==> src/rtl/pep_batch_cmd_unroll.sv <==
`default_nettype none
// ============================================================================
// Module      : pep_batch_cmd_unroll
// Description : Unrolls a batch command (first PBS slot + PBS count) into a
//               stream of per-PBS issue requests. It tracks the completion of
//               each issued PBS and returns a single acknowledge per batch.
//
// Ports       :
//   clk                 in   1      sole clock, rising edge
//   s_rst_n             in   1      asynchronous active-low reset
//   batch_cmd_vld       in   1      batch command valid
//   batch_cmd_rdy       out  1      batch command ready (IDLE only)
//   batch_cmd_pid_first in   PID_W  first slot of batch
//   batch_cmd_pbs_nb    in   NB_W   PBS count in batch
//   pbs_vld             out  1      per-PBS issue valid
//   pbs_rdy             in   1      per-PBS issue ready
//   pbs_pid             out  PID_W  slot id being issued
//   pbs_gid             out  GID_W  GRAM bank of pbs_pid
//   pbs_last            out  1      last PBS of current batch
//   pbs_done            in   1      pulse: one issued PBS completed
//   batch_ack           out  1      pulse: whole batch completed
//   batch_ack_pbs_nb    out  NB_W   PBS count of acked batch (0 otherwise)
//   busy                out  1      FSM not in IDLE
//   err                 out  2      sticky: [0] illegal cmd, [1] stray done
//
// Revision    : 1.0 - initial release
// ============================================================================
module pep_batch_cmd_unroll #(
    parameter  int BATCH_PBS_NB = 9,
    parameter  int TOTAL_PBS_NB = 27,
    parameter  int GRAM_NB      = 3,
    localparam int PID_W        = $clog2(TOTAL_PBS_NB),
    localparam int NB_W         = $clog2(BATCH_PBS_NB + 1),
    localparam int GID_W        = $clog2(GRAM_NB)
) (
    input  logic             clk,
    input  logic             s_rst_n,
    input  logic             batch_cmd_vld,
    output logic             batch_cmd_rdy,
    input  logic [PID_W-1:0] batch_cmd_pid_first,
    input  logic [NB_W-1:0]  batch_cmd_pbs_nb,
    output logic             pbs_vld,
    input  logic             pbs_rdy,
    output logic [PID_W-1:0] pbs_pid,
    output logic [GID_W-1:0] pbs_gid,
    output logic             pbs_last,
    input  logic             pbs_done,
    output logic             batch_ack,
    output logic [NB_W-1:0]  batch_ack_pbs_nb,
    output logic             busy,
    output logic [1:0]       err
);

    localparam logic [1:0] c_IDLE      = 2'd0;
    localparam logic [1:0] c_ISSUE     = 2'd1;
    localparam logic [1:0] c_WAIT_DONE = 2'd2;
    localparam logic [1:0] c_ACK       = 2'd3;

    localparam logic [PID_W-1:0] c_PID_MAX = PID_W'(TOTAL_PBS_NB - 1);
    localparam logic [PID_W-1:0] c_PID_ONE = PID_W'(1);
    localparam logic [NB_W-1:0]  c_NB_MAX  = NB_W'(BATCH_PBS_NB);
    localparam logic [NB_W-1:0]  c_NB_ONE  = NB_W'(1);

    logic [1:0]       r_state;
    logic [PID_W-1:0] r_pid;        // slot currently offered; walks with wrap
    logic [NB_W-1:0]  r_pbs_nb;
    logic [NB_W-1:0]  r_issue_cnt;
    logic [NB_W-1:0]  r_done_cnt;
    logic [1:0]       r_err;

    logic             w_is_issue;
    logic             w_is_wait;
    logic             w_cmd_legal;
    logic             w_hs;
    logic             w_last;
    logic             w_done_ok;
    logic [NB_W-1:0]  w_done_cnt_nxt;
    logic [PID_W-1:0] w_pid_nxt;
    logic [31:0]      w_pid_ext;
    logic [GID_W-1:0] w_gid;

    assign w_is_issue  = (r_state == c_ISSUE);
    assign w_is_wait   = (r_state == c_WAIT_DONE);

    assign w_cmd_legal = (batch_cmd_pbs_nb != '0) &&
                         (batch_cmd_pbs_nb <= c_NB_MAX) &&
                         (batch_cmd_pid_first <= c_PID_MAX);

    assign w_hs        = w_is_issue && pbs_rdy;
    assign w_last      = (r_issue_cnt == (r_pbs_nb - c_NB_ONE));

    // A completion is only legal while something is outstanding; a PBS whose
    // issue handshake happens this very cycle already counts as outstanding.
    assign w_done_ok      = pbs_done && (w_is_issue || w_is_wait) &&
                            ((r_done_cnt < r_issue_cnt) || w_hs);
    assign w_done_cnt_nxt = w_done_ok ? (r_done_cnt + c_NB_ONE) : r_done_cnt;

    // Running slot id instead of (first + cnt) mod TOTAL: only a compare and
    // an increment are needed on the issue path.
    assign w_pid_nxt = (r_pid == c_PID_MAX) ? '0 : (r_pid + c_PID_ONE);

    assign w_pid_ext = 32'(r_pid);
    assign w_gid     = GID_W'(w_pid_ext % 32'(GRAM_NB));

    always_ff @(posedge clk or negedge s_rst_n) begin
        if (!s_rst_n) begin
            r_state     <= c_IDLE;
            r_pid       <= '0;
            r_pbs_nb    <= '0;
            r_issue_cnt <= '0;
            r_done_cnt  <= '0;
            r_err       <= '0;
        end else begin
            if (pbs_done && !w_done_ok) begin
                r_err[1] <= 1'b1;
            end
            r_done_cnt <= w_done_cnt_nxt;

            case (r_state)
                c_IDLE: begin
                    if (batch_cmd_vld) begin
                        if (w_cmd_legal) begin
                            r_state     <= c_ISSUE;
                            r_pid       <= batch_cmd_pid_first;
                            r_pbs_nb    <= batch_cmd_pbs_nb;
                            r_issue_cnt <= '0;
                            r_done_cnt  <= '0;
                        end else begin
                            // Consumed but dropped; FSM stays idle.
                            r_err[0] <= 1'b1;
                        end
                    end
                end
                c_ISSUE: begin
                    if (w_hs) begin
                        r_issue_cnt <= r_issue_cnt + c_NB_ONE;
                        r_pid       <= w_pid_nxt;
                        if (w_last) begin
                            // Skip WAIT_DONE when the final completion
                            // coincides with the final issue.
                            r_state <= (w_done_cnt_nxt == r_pbs_nb) ? c_ACK
                                                                    : c_WAIT_DONE;
                        end
                    end
                end
                c_WAIT_DONE: begin
                    if (w_done_cnt_nxt == r_pbs_nb) begin
                        r_state <= c_ACK;
                    end
                end
                c_ACK: begin
                    r_state <= c_IDLE;
                end
                default: begin
                    r_state <= c_IDLE;
                end
            endcase
        end
    end

    assign batch_cmd_rdy    = (r_state == c_IDLE);
    assign busy             = (r_state != c_IDLE);
    assign pbs_vld          = w_is_issue;
    assign pbs_pid          = w_is_issue ? r_pid : '0;
    assign pbs_gid          = w_is_issue ? w_gid : '0;
    assign pbs_last         = w_is_issue && w_last;
    assign batch_ack        = (r_state == c_ACK);
    assign batch_ack_pbs_nb = (r_state == c_ACK) ? r_pbs_nb : '0;
    assign err              = r_err;

endmodule
`default_nettype wire

==> config.mk <==
export PLATFORM = sky130hd
export DESIGN_NAME = pep_batch_cmd_unroll
export DESIGN_NICKNAME = d
export VERILOG_FILES = /design/src/rtl/pep_batch_cmd_unroll.sv
export SDC_FILE = /design/constraint.sdc
export NUM_CORES = 1
export LEC_CHECK = 0
export ABC_AREA = 1
export CORE_ASPECT_RATIO = 0.5
export CORE_MARGIN = 3
export CORE_UTILIZATION = 48
export DETAILED_ROUTE_END_ITERATION = 8
export HOLD_SLACK_MARGIN = 0.15
export PLACE_DENSITY = 0.79
export SKIP_CTS_REPAIR_TIMING = 1
export SYNTH_ARGS = -nofsm -noshare
export SYNTH_HDL_FRONTEND = slang
export SYNTH_SLANG_ARGS = --single-unit
==> constraint.sdc <==
create_clock -name clk -period 3 [get_ports clk]
set_input_delay 0.6 -clock clk [delete_from_list [all_inputs] [get_ports clk]]
set_output_delay 0.6 -clock clk [all_outputs]
set_load 0.05 [all_outputs]
# After elaboration in Yosys (flattened, before gate mapping)
# Cells that the tools add are included.
# totals
reg_bits	21
input_bits	14
output_inout_bits	18
word_cells	68
# classes
add_sub_neg	4
div	1
order_cmp	3
n_eq_ne	11
muxes	23
bitwise_logic	1
n_reduce_logical	18
# op_table
operator	count
$mod 5x2->32 const B	1
$mux 4	8
$mux 5	5
$mux 2	6
$pmux 5 s2	1
$add 4x1->4 const B	2
$eq 4x4->1	2
$ne 2x1->1 const B	4
$pmux 2 s4	1
$pmux 4 s2	1
$logic_and 1x1->1	7
$reduce_and 3->1	2
$add 5x1->5 const B	1
$eq 5x5->1 const B	1
$le 5x5->1 const B	1
$reduce_and 5->1	1
$eq 2x2->1 const B	2
$le 4x4->1 const B	1
$lt 4x4->1	1
$reduce_and 4->1	1
$reduce_bool 2->1	2
$reduce_bool 4->1	1
$sub 4x1->4 const B	1
$eq 2x1->1 const B	1
other kinds (6)	7

# Longest topological paths before layout
# logic_depth
ltp_word	10
ltp_mapped	23

# Worst setup path after synthesis
# Ideal clock, no wire load.
# synth_path
path_type	register to output
start	reg r_pid[3]
end	out pbs_gid[0]
arrival_time_ps	3174
required_ps	2400
path_slack_ps	-774
stages_incl_launch_ff	22
path_buffers	0
cell_sequence	dfrtp_1 > nor2_1 > inv_1 > ha_1 > nor2_2 > nand2_1 > nand2_1 > inv_1 > ha_1 > nor2_1 > nand4_1 > xor2_1 > ha_1 > inv_1 > nand2_1 > nor2_1 > nand2_1 > nor2_2 > nand2_2 > nand2_1 > nand2_1 > nor2_1
# synth_between
elab_chain_cells	2
# synth_rtl
item	line_no	source
start, declared	65	logic [PID_W-1:0] r_pid;
start signal, assigned	124	r_pid <= batch_cmd_pid_first;
start signal, assigned	137	r_pid <= w_pid_nxt;
$mod 5x2->32	103	assign w_gid = GID_W'(w_pid_ext % 32'(GRAM_NB));
$mux 2	165	assign pbs_gid = w_is_issue ? w_gid : '0;
end, declared	45	output logic [GID_W-1:0] pbs_gid,
# Every way passes these cells.

# Worst setup path after layout
# layout_path
start	reg r_pid[4]
end	out pbs_gid[1]
# Same word-level chain as after synthesis.

==> results.json <==
{
  "status": "finished, violations left",
  "violations": "negative setup slack",
  "end_kind": "primary output",
  "nFillCells": 307,
  "rsz0062_at_grt": "yes",
  "cts.clk_slew.worst_paths_ns": 0.08,
  "tightest_slew_ns": 0.501,
  "synthFlopType": "dfrtp_1",
  "ios": 32,
  "yosys.area.top_type_share_pct": 28.8,
  "worst-path-max-fanout": 5,
  "clock_skew_ns": 0.00497,
  "finalCriticalPeriod_ns": 3.66,
  "rows": 15,
  "clock_sinks": 21,
  "worst_slack_ns": -0.659,
  "place_congestion": 0.841,
  "antenna_found_initial": 0,
  "cts-root-buf": "clkbuf_8",
  "fp.coreArea_mm2": 0.00355,
  "critical_path_required_ns": 2.40,
  "criticalPathCategory": "reg2out",
  "netlist_area_mm2": 0.00183,
  "maxCapViolCount": 0,
  "dp_hpwl_mm": 3.52,
  "drive_gt1_share_pct": 19.6,
  "layoutNonFillerInstCount": 377,
  "finalHoldViolCount": 0,
  "start_util_pct": 51.5,
  "period_share_pct": 122,
  "synth_cell_types": 32,
  "track_usage_pct": 20.4,
  "placed_cells": 371,
  "drt_wl_total_mm": 4.40,
  "drt_iter0_markers": 57,
  "h-tree-depth": 1,
  "fin_nets": 358,
  "grt_max_degree": 22,
  "slew_headroom_pct": 66.5,
  "synthesis.nets": 301,
  "synth-seq-cells": 21,
  "dieArea_mm2": 0.00462,
  "synth-edff-count": 0,
  "cts_tree": "done",
  "vias": 1870,
  "async_flop_share_pct": 100,
  "synth_seq_area_share_pct": 28.8,
  "n_antenna_cell": 0,
  "grt_pass1_wl_mm": 7.71,
  "routedWlPerCell_um": 11.7,
  "ant_nets": 0,
  "die_w_um": 93.2,
  "synth_cells": 270,
  "die_h_um": 49.6,
  "gr-total-overflow": 0,
  "drt_pass1_iterations": 4,
  "cp-start-kind": "flip-flop",
  "cts_buffer_depth": 2,
  "numCtsBuffers": 3,
  "cp.arrival_ns": 3.06,
  "drv_slew": 0,
  "grt_pass1_vias": 1837,
  "fin_tns_setup_ns": -1.31,
  "yosys-top-cells-area": "dfrtp_1, nand2_1, ha_1",
  "clk_latency_ns": 0.26,
  "drcViolationCount": 0,
  "area_delta_synth_final_pct": 37.6,
  "hold_class": "reg2reg",
  "ys_top_cells_by_count": "nand2_1, inv_1, nand3_1, dfrtp_1, nor2_1",
  "via_per_inst": 4.96,
  "timing.fmax_ghz": 0.273,
  "setup_viol": 2,
  "io_buffers": 31,
  "yosysWarningCount": 0,
  "synth.largest_area_cell": "dfrtp_1",
  "synth.most_common_cell": "nand2_1",
  "avgSynthCellArea_um2": 6.76
}
## worst max-delay path: stages (launching register included)
cell	delay, ns
dfrtp_1	0.39
inv_2	0.09
nand2_2	0.08
nor2_4	0.14
ha_4	0.17
nor2_4	0.04
nand2_4	0.09
nand2_2	0.05
nand2_2	0.08
inv_2	0.05
ha_4	0.16
nor2_4	0.08
nand4_1	0.18
xor2_2	0.22
ha_2	0.17
inv_2	0.04
nand2_1	0.04
nor2_1	0.08
nand2_1	0.07
nor2_2	0.11
nand2_2	0.10
nand2_2	0.07
nand2_2	0.06
nor2_4	0.11
buf_12	0.14
## logic make-up (layout without fill, tap and decap cells)
logic type | after synthesis | count (layout) | share of synthesized area (%)
simple gates | 140 | 140 | 33.6
buf+inv | 50 | 106 | 10.8
compound gates | 33 | 33 | 10.9
flops | 21 | 21 | 28.8
fa+ha+maj | 17 | 17 | 11.7
xor+xnor | 9 | 9 | 4.32
## path summary, 6_finish.rpt
| check | startpoint | endpoint | slack (ns) | depth (start not counted) |
|---|---|---|---|---|
| worst min register to register | err[1] | err[1] | 0.48 | 1 |
| max in group asynchronous | s_rst_n | r_issue_cnt[1] | 2.09 | 2 |
| worst max register to register | r_state[1] | r_state[0] | 0.75 | 15 |
| worst max-delay path | r_pid[4] | pbs_gid[1] | -0.66 | 24 |
| min in group asynchronous | s_rst_n | r_done_cnt[1] | 0.68 | 2 |
| worst min-delay path | err[1] | err[1] | 0.48 | 1 |
## cells in the final DEF, fill, tap and decap left out, types with 7 or more instances in the layout
cell type and instances:
buf_4 25, clkdlybuf4s50_1 28, dfrtp_1 21, ha_1 13
inv_1 41, nand2_1 70, nand2_2 10, nand3_1 27
nor2_1 16, nor2_4 7, o21ai_0 13
## flip-flops by register name (all words and copies together), names as in the netlist
register / flops
r_pid: 5
r_pbs_nb: 4
r_state: 2
r_issue_cnt: 4
err: 2
r_done_cnt: 4
## layer usage
metal	track usage [%]	vias to the layer above	share of wire, %
li1	-	967	-
met1	26.2	873	49
met2	36.6	28	48
met3	3.66	2	2.8
met4	3.41	0	0.52
met5	0	-	0
## per-stage QoR
stage          instance area [µm²]  hold WS (ns)  utilization (%)  setup WS [ns]
2_1_floorplan                 1890         0.304                -         -0.294
3_3_place_gp                  2430         0.444             68.5         -0.259
3_5_place_dp                  2430         0.461             68.5         -0.406
4_1_cts                       2470         0.481             69.8         -0.703
5_1_grt                       2510         0.500             70.8         -0.918
6_report                      2510         0.476             70.8         -0.659
## cell type report
class                           count  area [µm²]  share of cell area (%)
Multi-Input combinational cell    199        1190                    47.5
Tap cell                           51        63.8                    2.54
Clock buffer                        4        45.0                    1.79
Sequential cell                    21         526                    20.9
Timing Repair Buffer               55         508                    20.2
Inverter                           47         176                    7.02
Power is not shown: default switching activity piles up to over one toggle a cycle in this logic, so the estimate is an artifact.
